`config.mk`:
```
export PLATFORM = sky130hd
export DESIGN_NAME = bit_counter_param
export DESIGN_NICKNAME = d
export VERILOG_FILES = /design/src/rtl/bit_counter_param.sv
export SDC_FILE = /design/constraint.sdc
export NUM_CORES = 1
export LEC_CHECK = 0
export CORE_MARGIN = 1.5
export CORE_UTILIZATION = 50
export DETAILED_ROUTE_END_ITERATION = 12
export DONT_BUFFER_PORTS = 1
export PLACE_DENSITY = 0.76
export SYNTH_ARGS = -nofsm -noshare
export SYNTH_HDL_FRONTEND = slang
export SYNTH_SLANG_ARGS = --single-unit
```
`constraint.sdc`:
```
create_clock -name i_clk -period 1.8 [get_ports i_clk]
set_input_delay 0.36 -clock i_clk [delete_from_list [all_inputs] [get_ports i_clk]]
set_output_delay 0.36 -clock i_clk [all_outputs]
set_load 0.01 [all_outputs]
```
`src/rtl/bit_counter_param.sv`:
```
// bit_counter_param: sequential population counter over a DATA_W-bit operand.
// Counts ones (i_mode=0) or zeros (i_mode=1) of the captured word, examining
// STEP bits per clock and finishing as soon as no counted bits remain.
// Handshake: i_start accepted outside SCAN, o_busy while scanning, o_done
// for one cycle with o_count valid from then until the next accepted start.
module bit_counter_param #(
  parameter int  DATA_W = 16,
  parameter int  STEP   = 1,
  localparam int CNT_W  = $clog2(DATA_W + 1)
) (
  input  logic              i_clk,
  input  logic              i_rst_,
  input  logic              i_start,
  input  logic              i_mode,
  input  logic [DATA_W-1:0] i_data,
  output logic              o_busy,
  output logic              o_done,
  output logic [CNT_W-1:0]  o_count
);

  typedef enum logic [1:0] {
    IDLE = 2'd0,
    SCAN = 2'd1,
    DONE = 2'd2
  } state_e;

  state_e            state_q, state_d;
  logic [DATA_W-1:0] sr_q, sr_d;
  logic [DATA_W-1:0] sr_shift;
  logic [CNT_W-1:0]  cnt_q, cnt_d;
  logic [CNT_W-1:0]  step_pop;
  logic              busy_q, done_q;

  // Remaining operand after this cycle's slice has been consumed.
  assign sr_shift = sr_q >> STEP;

  // Number of set bits in the STEP-bit slice examined this cycle.
  always_comb begin
    step_pop = '0;
    for (int unsigned i = 0; i < STEP; i++) begin
      step_pop = step_pop + CNT_W'(sr_q[i]);
    end
  end

  // Next-state logic: load on an accepted start, accumulate while scanning.
  always_comb begin
    state_d = state_q;
    sr_d    = sr_q;
    cnt_d   = cnt_q;
    unique case (state_q)
      IDLE, DONE: begin
        // A start in DONE goes straight back to SCAN, so back-to-back
        // operands see no idle bubble.
        if (i_start) begin
          sr_d    = i_mode ? ~i_data : i_data;
          cnt_d   = '0;
          state_d = SCAN;
        end else begin
          state_d = IDLE;
        end
      end
      SCAN: begin
        cnt_d = cnt_q + step_pop;
        sr_d  = sr_shift;
        if (sr_shift == '0) begin
          state_d = DONE;
        end
      end
      default: begin
        state_d = IDLE;
      end
    endcase
  end

  // State, datapath and registered handshake outputs; synchronous active-low reset.
  always_ff @(posedge i_clk) begin
    if (!i_rst_) begin
      state_q <= IDLE;
      sr_q    <= '0;
      cnt_q   <= '0;
      busy_q  <= 1'b0;
      done_q  <= 1'b0;
    end else begin
      state_q <= state_d;
      sr_q    <= sr_d;
      cnt_q   <= cnt_d;
      busy_q  <= (state_d == SCAN);
      done_q  <= (state_d == DONE);
    end
  end

  assign o_busy  = busy_q;
  assign o_done  = done_q;
  assign o_count = cnt_q;

endmodule

```
==> impl_metrics.ini <==
[pwr]
net-switching-power_mw = 0.362
total_power_mw = 1.16
clkPwrFrac_pct = 21.5
ir_drop_mv = 0.531
swShare_pct = 31.1
seqPwrFrac_pct = 55.4
power-per-cell-area_nw_per_um2 = 917
comb_power_share_pct = 23.1
p_leak_nw = 0.467
p_int_mw = 0.802

[logic_synthesis]
synth-seq-cells = 25
synth_ff_type = dfxtp_1
ys_top_cells_by_area = dfxtp_1 (41%), xor2_1 (11%), a22oi_1 (9.2%)
yosysMostFrequentCell = dfxtp_1
yosysUniqueCellTypes = 24
synthTopCellsByCount = dfxtp_1 (25), a21oi_1 (21), nand3_1 (19), xor2_1 (16), a22oi_1 (15)
synth_edf_count = 0
avgSynthCellArea_um2 = 8.95
syn_nets = 159
seq_area_frac_synth_pct = 40.8
synth_top_area_cell = dfxtp_1
syn_inst = 137
ys_async_sr_fraction_pct = 0
yosysWarnings = 0
post-synth-top-area-fraction_pct = 40.8
syn_area_um2 = 1230

[global_route]
antenna_found_initial = 0
grt_max_degree = 17
grt_use_total_pct = 19.8
grt_pass1_wl_um = 4030
first_global_vias = 910
grt_overflow_total = 0

[timing]
tns_ps = 0
hold-worst-slack_ps = 161
setup_viol = 0
drv_slew = 0
skew_ps = 2.42
final_period_minus_worst_setup_slack_ps = 1460
setup_slack_ps = 339
fmax_mhz = 685
fin_crit_sh_pct = 81.2
slew_headroom_pct = 75.0
worstMarginPinSlew_ps = 375
grt_setup_unrepaired = no
hold_violations = 0

[routing]
dr_total_vias = 998
routedWlPerCell_um = 15.4
viasPerCell = 6.09
first_pass_iters = 4
drtAntennaViolNets = 0
wl_um = 2530
drt-initial-drc-count = 26
route.detailed.drc = 0

[setup_path]
crit_chain = ha_1 -> ha_1 -> nand3b_1 -> or3_1 -> a21oi_1
worst-path-buf-inv = 0
critPathRequiredTime_ps = 2060
startpoint = o_count[0]$_SDFFE_PN0P_
rr_endpoint = o_count[4]$_SDFFE_PN0P_
critPathSlowestCell = dfxtp_1
critPathTopFamily = simple AND/OR/NAND/NOR gates
reg2reg_depth = 5
criticalPathCategory = reg -> reg
worstReg2RegStart = o_count[0]$_SDFFE_PN0P_
crit_end = o_count[4]$_SDFFE_PN0P_
cp.arrival_ps = 1720
cp-start-kind = register
cpPeakStageDelay_ps = 420
path_common_cell = ha_1
cp.depth = 5
end_kind = register
worstPathMaxFanout = 3
r2r_slack_ps = 340

[clock_network]
root_buffer = clkbuf_4
cts.clk_slew.worst_paths_ps = 130
cts-htree-levels = 1
cts_setup_buffers = 0
cts_max_path_buffers = 2
insertion_delay_ps = 320
hold_buffers = 0
cts.sinks = 25
cts_buffers = 3
cts_tree = built
cts_resized = 0

[worst_hold_path]
hp-class = in -> reg

[final_layout]
syn_to_final_growth_pct = 3.47
nNetsFinal = 159
fin_util_pct = 56.3
antenna_cells = 0
fin_area_um2 = 1270
drive_gt1_share_pct = 10.3
instances_no_fill = 164

[floorplan]
fp.dieH_um = 52.5
dieWidth_um = 52.5
fp.coreArea_um2 = 2250
start_util_pct = 54.4
num_rows = 17
pin_count = 27
fp.dieArea_um2 = 2760

[status]
outcome = finished, final reports clean

[placed_design]
dp_cells = 160
dpl_worst_slack_ps = 328
gp_congestion = 0.729
postPlaceCellArea_um2 = 1240
dp_hpwl_um = 1810
io_buffers = 0

[job]
cap_violations = 0
==> worst reg2reg max path: stages, from the launching register on <==
cell and delay [ps]:
dfxtp_1 420, ha_1 200, ha_1 190, nand3b_1 100, or3_1 350, a21oi_1 140
==> how the worst min path moves through the flow <==
| stage | depth (start not counted) | startpoint | end |
|---|---|---|---|
| 2_1_floorplan | 2 | sr_q[0]$_SDFFE_PN0P_ | sr_q[0]$_SDFFE_PN0P_ |
| 3_3_place_gp | 2 | sr_q[0]$_SDFFE_PN0P_ | sr_q[0]$_SDFFE_PN0P_ |
| 3_5_place_dp | 2 | sr_q[11]$_SDFFE_PN0P_ | sr_q[11]$_SDFFE_PN0P_ |
| 4_1_cts | 1 | i_rst_ | state_q[0]$_SDFF_PN0_ |
| 5_1_grt | 1 | i_rst_ | o_busy$_SDFF_PN0_ |
| 6_report | 1 | i_rst_ | state_q[0]$_SDFF_PN0_ |
==> cell usage in the layout, fill, tap and decap left out, types with 2 or more instances in the layout <==
master,instances
a22oi_1,15
o211ai_1,2
a21oi_1,21
ha_1,2
or3_1,2
dfxtp_1,25
nand2b_1,2
buf_4,8
nand3_1,19
nor3_1,3
clkbuf_4,3
nor4_1,3
a22o_1,2
nand2_1,4
nor2b_1,2
xor2_1,16
==> power groups by stage <==
stage | Combinational [mW] | Sequential [mW] | Clock (mW)
final | 0.268 | 0.645 | 0.251
after global placement | 0.258 | 0.653 | 0
after global routing | 0.298 | 0.651 | 0.275
after CTS | 0.267 | 0.644 | 0.258
after detailed placement | 0.267 | 0.656 | 0
after floorplan | 0.229 | 0.646 | 0
==> state kept, by name, indices dropped and copies added, names as in the netlist <==
| name | cells |
|---|---|
| sr_q | 16 |
| o_busy | 1 |
| o_done | 1 |
| o_count | 5 |
| state_q | 2 |
==> metal layers <==
metal | GRT usage, % | part of all wire (%) | up-vias
met4 | 8.97 | 1.5 | 0
met2 | 34.8 | 51 | 32
met5 | 0 | 0 | -
li1 | - | - | 495
met1 | 23.8 | 42 | 467
met3 | 2.29 | 5.4 | 4
==> cell type report <==
| type | count | area (µm²) |
|---|---|---|
| inverter | 1 | 3.75 |
| sequential | 25 | 500 |
| multi-input combinational | 98 | 642 |
| timing repair buffer | 8 | 60.1 |
| clock buffer | 3 | 22.5 |
| clock inverter | 1 | 5.00 |
| fill | 226 | 986 |
| tap | 28 | 35.0 |
==> kinds of logic after synthesis <==
| family | Yosys count | share of synthesized area, % |
|---|---|---|
| mux | 1 | 1.22 |
| flops | 25 | 40.8 |
| fa+ha+maj | 2 | 2.04 |
| compound gates | 41 | 21.4 |
| xor+xnor | 16 | 11.4 |
| simple gates | 38 | 16.2 |
| buf+inv | 14 | 6.84 |
Power figures use the tool's default switching activity.
